**config.mk**
```make
export PLATFORM = sky130hd
export DESIGN_NAME = rvc_fetch_aligner
export DESIGN_NICKNAME = d
export VERILOG_FILES = /design/src/rtl/rvc_fetch_aligner.sv
export SDC_FILE = /design/constraint.sdc
export NUM_CORES = 1
export LEC_CHECK = 0
export ABC_AREA = 1
export CELL_PAD_IN_SITES_DETAIL_PLACEMENT = 0
export CELL_PAD_IN_SITES_GLOBAL_PLACEMENT = 1
export CORE_MARGIN = 1
export CORE_UTILIZATION = 41
export CTS_CLUSTER_DIAMETER = 40
export CTS_CLUSTER_SIZE = 24
export DETAILED_ROUTE_END_ITERATION = 10
export PLACE_DENSITY_LB_ADDON = 0.12
export SKIP_CTS_REPAIR_TIMING = 1
export SYNTH_ARGS = -nofsm -noshare
export SYNTH_HDL_FRONTEND = slang
export SYNTH_SLANG_ARGS = --single-unit
export TNS_END_PERCENT = 5
```
**constraint.sdc**
```tcl
create_clock -name clk -period 6.35 [get_ports clk]
set_input_delay 0.635 -clock clk [delete_from_list [all_inputs] [get_ports clk]]
set_output_delay 0.635 -clock clk [all_outputs]
set_load 0.005 [all_outputs]
```
**src/rtl/rvc_fetch_aligner.sv**
```systemverilog
// Halfword realignment queue between fetch and decode: extracts 16/32-bit
// instructions at any halfword alignment, tracks the head PC, valid/ready to decode.
module rvc_fetch_aligner #(
    parameter int          FETCH_HW = 2,
    parameter int          BUF_HW   = 4,
    parameter logic [31:0] RESET_PC = 32'h0000_0000
) (
    input  logic                        clk,
    input  logic                        reset_n,
    input  logic                        clear_state,
    input  logic [31:0]                 redirect_pc,
    input  logic                        fetch_valid,
    output logic                        fetch_ready,
    input  logic [16*FETCH_HW-1:0]      fetch_data,
    output logic                        instr_valid,
    input  logic                        instr_ready,
    output logic [31:0]                 instr,
    output logic [31:0]                 instr_pc,
    output logic                        instr_is_compressed,
    output logic                        stall_compressed,
    output logic [$clog2(BUF_HW+1)-1:0] hw_count
);
    localparam int CW = $clog2(BUF_HW + 1);
    localparam int PW = (BUF_HW > 1) ? $clog2(BUF_HW) : 1;
    localparam int DW = $clog2(FETCH_HW);
    localparam logic [CW-1:0] READY_MAX = CW'(BUF_HW - FETCH_HW);
    localparam logic [CW-1:0] FETCH_CNT = CW'(FETCH_HW);

    logic [15:0]   q [BUF_HW];
    logic [PW-1:0] rp, wp;
    logic [CW-1:0] count;
    logic [31:0]   head_pc;
    logic [DW-1:0] drop_off;

    logic [PW-1:0] rp_nxt1;
    logic          is_c;
    logic [CW-1:0] need, added;
    logic          accept, consume;

    function automatic logic [PW-1:0] ptr_add(input logic [PW-1:0] p, input int n);
        int s;
        s = (int'(p) + n) % BUF_HW;
        return s[PW-1:0];
    endfunction

    assign rp_nxt1 = ptr_add(rp, 1);
    assign is_c    = (q[rp][1:0] != 2'b11);
    assign need    = is_c ? CW'(1) : CW'(2);
    assign added   = FETCH_CNT - CW'(drop_off);

    assign fetch_ready         = (count <= READY_MAX);
    assign instr_valid         = (count >= need);
    assign accept              = fetch_valid && fetch_ready;
    assign consume             = instr_valid && instr_ready;
    assign instr               = is_c ? {16'h0, q[rp]} : {q[rp_nxt1], q[rp]};
    assign instr_pc            = head_pc;
    assign instr_is_compressed = is_c;
    assign stall_compressed    = (count == CW'(1)) && !is_c;
    assign hw_count            = count;

    // Clear wins over any same-cycle accept or consume.
    always_ff @(posedge clk or negedge reset_n) begin
        if (!reset_n) begin
            rp       <= '0;
            wp       <= '0;
            count    <= '0;
            head_pc  <= RESET_PC;
            drop_off <= RESET_PC[DW:1];
        end else if (clear_state) begin
            rp       <= '0;
            wp       <= '0;
            count    <= '0;
            head_pc  <= redirect_pc;
            drop_off <= redirect_pc[DW:1];
        end else begin
            if (accept) begin
                wp       <= ptr_add(wp, int'(added));
                drop_off <= '0;
            end
            if (consume) begin
                rp      <= ptr_add(rp, int'(need));
                head_pc <= head_pc + (32'(need) << 1);
            end
            count <= count + (accept ? added : '0) - (consume ? need : '0);
        end
    end

    // Halfwords below drop_off precede the redirect target and are discarded.
    always_ff @(posedge clk) begin
        if (accept && !clear_state) begin
            for (int i = 0; i < FETCH_HW; i++) begin
                if (i >= int'(drop_off))
                    q[ptr_add(wp, i - int'(drop_off))] <= fetch_data[16*i +: 16];
            end
        end
    end
endmodule
```
==> results of run 1 <==
==> final cells by class <==
class	instances	area share, %
Inverter	71	3.135
Multi-Input combinational cell	678	39.58
Clock inverter	4	0.5396
Sequential cell	104	34.07
Timing Repair Buffer	146	16.77
Tap cell	216	3.150
Clock buffer	12	2.756
==> metrics by stage <==
stage	hold slack (ns)	cell area [um2]	util (%)	setup slack, ns
after floorplan	0.3394	6879	-	3.414
after CTS	0.4669	8579	53.24	2.179
final	0.4192	8579	53.24	2.153
after detailed placement	0.4744	8297	51.48	2.202
after global routing	0.5224	8579	53.24	1.811
after global placement	0.4698	8297	51.48	2.277
==> sequential cells by signal, indices dropped and copies added (netlist names) <==
register / flops
q: 64
instr_pc: 32
hw_count: 3
rp: 2
wp: 2
drop_off: 1
==> cells in the final DEF (no fill, tap or decap), types with 14 or more instances in the layout <==
cell type and n:
nand2_1 336, clkdlybuf4s50_1 138, nor2_1 78, inv_1 66, edfxtp_1 64, o21ai_0 42
o21ai_1 42, dfrtp_1 40, nand3_1 34, o21ai_2 27, o22ai_1 14, a22o_1 14
a31oi_1 14
==> power by group <==
part,internal (uW),switching [uW],leakage (uW)
registers,895,191,0.00108
logic,726,846,0.00242
clock network,305,248,0.000134
total,1930,1280,0.00363
==> kinds of logic (layout without fill, tap and decap cells) <==
kind of cell               count (synthesis)  in the layout  synth area share (%)
and+or+nand+nor                          484            484                 29.41
AOI/OAI and AO/OA                        164            164                 14.95
buffers and inverters                    111            233                 8.185
DFF                                      104            104                 42.49
xor gates and xnor gates                  17             17                 2.274
adders and majority gates                 13             13                 2.692
==> routing by layer <==
metal	vias up	global-route usage, %
met5	-	0
met1	2849	32.52
li1	3176	-
met2	187	34.89
met3	17	3.704
met4	0	6.072
==> how the worst max path moves through the flow <==
stage / endpoint / startpoint
6_report: hw_count[2] / rp[0]
5_1_grt: hw_count[2] / rp[0]
4_1_cts: hw_count[2] / rp[0]
3_5_place_dp: hw_count[2] / rp[0]
3_3_place_gp: hw_count[2] / rp[0]
2_1_floorplan: hw_count[2] / rp[0]
==> critical path, delay by kind of cell, from the launching register on <==
| family | cells | cell delay, ns |
|---|---|---|
| AO/OA/AOI/OAI | 2 | 0.22 |
| XOR/XNOR | 1 | 0.16 |
| adder cells (fa/ha/maj) | 3 | 1.42 |
| buffers and inverters | 2 | 0.84 |
| flip-flops | 1 | 0.36 |
| AND/OR/NAND/NOR | 8 | 1.05 |
==> impl_results.md, run 1 <==
* Number of DRC markers in iteration 0 at 509
* F_max at 0.2383 GHz
* Core Area at 0.01612 mm2
* Initial antenna violation count at 0
* CTS sink count at 104
* Final non-filler cell total at 1231
* WP data required at 6.58 ns
* TritonCTS Buffers at 9
* Largest stage delay, worst path at 0.58 ns
* Via count at 6229
* H-tree lvl count at 3
* Leading cell types by count after synthesis: nand2_1 (336), nor2_1 (79), inv_1 (66)
* CTS tree: done
* Row count at 46
* Seq/Total Area, Yosys at 42.49%
* Reg2reg setup slack at 2.15 ns
* FF/Latch Area at 0.002923 mm2
* R2r endpoint: hw_count[2]
* Root Driver: clkbuf_16
* # setup viols final at 0
* Min Tclk post-route at 4.197 ns
* Outcome: completed
* Synth Area per Inst at 7.703 um2
* Final ANT Viol Nets at 0
* Slew of the pin with the lowest slew margin at 1.055 ns
* Total length of routed met3 wires at 1147 um
* Fill cells at 1573
* HP Class: in2async
* ANT cells at 0
* Slew Viols, Final at 0
* Most common cell in the netlist: nand2_1
* Met1 WL at 9279 um
* Crit-path cells: buf_4 -> inv_2 -> nor2_1 -> nor2_1 -> o21ai_0 -> nand2_1 -> nand2_2 -> ha_1 -> o21ai_1 -> nand2_1 -> nand2_2 -> nor2_1 -> fa_1 -> fa_1 -> xor2_1 -> nor2_1
* Insertion delay to the later sink of the worst-skew pair at 0.36 ns
* Lkg Pwr at 0.003632 uW
* Rel. slew slack at 29.62%
* Synth cell types at 40
* Largest net degree at the start of global routing at 45
* Drt pass-1 iters at 7
* Yosys warns at 0
* Global Route Usage Sum at 22.58%
* DP Wirelength at 13010 um
* Synthesized cell area at 0.006879 mm2
* Net count, final at 1092
* Overflow after GRT at 0
* Die width at 131.5 um
* Largest area contributor in the netlist: edfxtp_1
* Crit end category: register
* RR Startpoint: rp[0]
* Vias per Instance at 5.060
* DR WL met2 at 8538 um
* CTS Buffer Depth at 2
* CTS clk-pin slew, worst paths at 0.07 ns
* DRC at 0
* Placed cells at 1215
* Fraction of layout cells with a size suffix above 1 at 7.586%
* First-pass GRT wire length at 30430 um
* Total of max-cap violations at 0
* Final Hold Viols at 0
* Final wirelength at 19170 um
* Initial core utilization at 42.69%
* Worst ir drop on vdd at 214.6 uV
* Clock Skew at 0.007389 ns
* Tcrit/Tclk final at 66.09%
* Asr flop ratio synth at 38.46%
* Crit path kind: reg2reg
* Multi-input gate area at 0.003396 mm2
* #FFs+latches synth at 104
* Die area at 0.01730 mm2
* Aggregate negative setup slack at 0 ns
* Max FO, Critical Path at 44
* Share of the synthesized area in the top cell type at 27.94%
* Post-Syn Instances at 893
* Slowest cell on the critical path: inv_2
* Main flop type after synthesis: edfxtp_1
* Average wire per standard cell at 15.57 um
* IO Port Bufs at 139
* Number of flops mapped to enable cells by yosys at 64
* I/O pins at 140
* Vias in the first global route at 5695
* Register-to-Register Path Depth at 16
* Area contributors post-synth: edfxtp_1 (28%), nand2_1 (18%), dfrtp_1 (15%)
* Area added between synthesis and finish at 24.72%
* CP arrival at 4.43 ns
* Most frequent CP cell: nor2_1
* PwrDens at 374.2 mW/mm2
* Power Total at 3210 uW
* Final RePlAce weighted congestion at 0.8233
* Mapped Nets at 975
* Die H at 131.5 um
* Startpoint Class: register
* Highest Signal Layer: met4
* RSZ-0062 raised after global routing: no
Power figures use the tool's default switching activity.
==> run 2: changes to the inputs <==
--- a/config.mk
+++ b/config.mk
@@ -9,7 +9,7 @@
 export CELL_PAD_IN_SITES_DETAIL_PLACEMENT = 0
 export CELL_PAD_IN_SITES_GLOBAL_PLACEMENT = 1
 export CORE_MARGIN = 1
-export CORE_UTILIZATION = 41
+export CORE_UTILIZATION = 38
 export CTS_CLUSTER_DIAMETER = 40
 export CTS_CLUSTER_SIZE = 24
 export DETAILED_ROUTE_END_ITERATION = 10
==> constraint.sdc (replaced) <==
create_clock -name clk -period 4.4 [get_ports clk]
set_input_delay 0.44 -clock clk [delete_from_list [all_inputs] [get_ports clk]]
set_output_delay 0.44 -clock clk [all_outputs]
set_load 0.005 [all_outputs]
==> run 2 against run 1 <==
  * Flip-flop and latch count unchanged
  * Critical path depth decreased by 9
  * Combinational power increased by 46%
  * Die area increased by 7.8%
  * Largest cell class unchanged
  * Largest power group unchanged
==> impl_results.md, run 2 (synthesis gave the netlist of run 1 again) <==
* Crit path kind: reg2out
* CTS tree: done
* Max reg flops at 64 (unchanged)
* Commonest non-fill, non-tap cells in the layout: nand2_1 (336), clkdlybuf4s50_1 (138), nor2_1 (78), inv_1 (66), edfxtp_1 (64)
* Crit end category: primary output
* Startpoint Class: register
* Die area at 0.01864 mm2 (+7.8%)
* Rel. slew slack at 33.06% (+3.4 points)
* WP data required at 3.96 ns (-2.62 ns)
* Die H at 136.5 um (+3.8%)
* Final non-filler cell total at 1243 (+0.97%)
* Via count at 6287 (+0.93%)
* IO Port Bufs at 139 (unchanged)
* Commonest non-fill, non-tap cell in the layout: nand2_1
* Total of max-cap violations at 0 (unchanged)
* I/O pins at 140 (unchanged)
* HP Class: in2async
* DRC at 0 (unchanged)
* Clock Skew at 0.008779 ns (+0.001390 ns)
* CP arrival at 3.19 ns (-1.24 ns)
* DP Wirelength at 13850 um (+6.5%)
* RSZ-0062 raised after global routing: no
* CTS Buffer Depth at 2 (unchanged)
* Drt pass-1 iters at 5 (-2)
* Core Area at 0.01748 mm2 (+8.4%)
* Multi-input gate area at 0.003396 mm2 (unchanged)
* Vias per Instance at 5.058 (about the same)
* M3 GR Usage at 3.185% (-0.52 points)
* Met2 usage at 35.22% (+0.33 points)
* Tcrit/Tclk final at 82.45%
* H-tree lvl count at 3 (unchanged)
* First-pass GRT wire length at 31450 um (+3.4%)
* FF/Latch Area at 0.002923 mm2 (unchanged)
* Insertion delay to the later sink of the worst-skew pair at 0.36 ns (about the same)
* GRT busiest layer: met2
* PwrDens at 540.8 mW/mm2 (+45%)
* Final wirelength at 20210 um (+5.4%)
* Largest net degree at the start of global routing at 44 (-2.2%)
* Root Driver: clkbuf_16
* Met1 Track Usage GR at 31.61% (-0.91 points)
* Lkg Pwr at 0.003639 uW (+0.19%)
* Global Route Usage Sum at 22.36% (-0.22 points)
* Vias in the first global route at 5931 (+4.1%)
* # setup viols final at 0 (unchanged)
* Largest register by flop count: q
* Placed cells at 1228 (+1.1%)
* Worst ir drop on vdd at 315.9 uV (+47%)
* Slew of the pin with the lowest slew margin at 1.004 ns (-0.05051 ns)
* CTS sink count at 104 (unchanged)
* Final ANT Viol Nets at 0 (unchanged)
* F_max at 0.2757 GHz
* Overflow after GRT at 0 (unchanged)
* Fill cells at 1772 (+13%)
* Initial antenna violation count at 0 (unchanged)
* Min Tclk post-route at 3.628 ns
* Area added between synthesis and finish at 25.15%
* Row count at 48 (+4.3%)
* Fraction of layout cells with a size suffix above 1 at 8.153% (+0.57 points)
* Outcome: completed
* Max FO, Critical Path at 25 (-43%)
* CTS clk-pin slew, worst paths at 0.08 ns (about the same)
* Final RePlAce weighted congestion at 0.8196 (-0.45%)
* Number of DRC markers in iteration 0 at 387 (-24%)
* Net count, final at 1096 (+0.37%)
* Aggregate negative setup slack at 0 ns (unchanged)
* Final Hold Viols at 0 (unchanged)
* Die width at 136.5 um (+3.8%)
* Slew Viols, Final at 0 (unchanged)
* ANT cells at 0 (unchanged)
* TritonCTS Buffers at 9 (unchanged)
* Average wire per standard cell at 16.26 um (+4.4%)
* Reg2reg setup slack at 0.98 ns (-1.17 ns)
* Initial core utilization at 39.36% (-3.3 points)
run 2: cell count changes in the layout (fill, tap and decap cells not counted), sizes merged:
cell,change
buf,+4
bufinv,-1
clkbuf,-2
clkinv,-2
clkinvlp,+2
inv,+2
run 2: final timing paths:
check	startpoint	end	cells after the start
worst max-delay path	rp[0]	instr[16]	7
worst min-delay path	reset_n	instr_pc[24]	1
worst max register to register	rp[1]	instr_pc[21]	14
worst min register to register	instr_pc[0]	instr_pc[0]	2
max in group asynchronous	reset_n	instr_pc[13]	1
min in group clk	instr_pc[0]	instr_pc[0]	2
run 2: area by class of cell:
| class | instances | share of cell area, % |
|---|---|---|
| clock inverters | 5 | 0.4941 |
| flip-flops and latches | 104 | 33.95 |
| multi-input cells | 678 | 39.44 |
| repair buffers | 150 | 17.06 |
| well taps | 225 | 3.270 |
| inverters | 71 | 3.125 |
| clock buffers | 10 | 2.660 |
run 2: metrics by stage:
| step | hold WS, ns | power [uW] | setup slack, ns | utilization (%) | area, um2 |
|---|---|---|---|---|---|
| 3_3_place_gp | 0.4735 | 3911 | 1.106 | 47.71 | 8338 |
| 6_report | 0.2390 | 4656 | 0.7724 | 49.26 | 8610 |
| 4_1_cts | 0.2734 | 4688 | 0.7525 | 49.26 | 8610 |
| 5_1_grt | 0.3349 | 4998 | 0.5817 | 49.26 | 8610 |
| 3_5_place_dp | 0.4911 | 3911 | 1.029 | 47.71 | 8338 |
| 2_1_floorplan | 0.1444 | 2844 | 1.464 | - | 6879 |
run 2: worst max-delay path, stage by stage, from the launching register on:
cell and delay (ns):
dfrtp_1 0.65, buf_4 0.39, nor2_2 0.07, buf_4 0.24
inv_1 0.54, nand2_1 0.11, a31oi_1 0.26, clkdlybuf4s50_1 0.56
run 2: metal layers:
metal / wire length, um / up-vias
li1: - / 3179
met1: 9748 / 2909
met3: 1166 / 16
met5: 0 / -
met4: 257 / 0
met2: 9038 / 183
run 2: power breakdown:
group          internal [uW]  total, uW  switching (uW)
sequential              1290       1600             307
combinational           1060       2290            1220
clock                    388        773             385
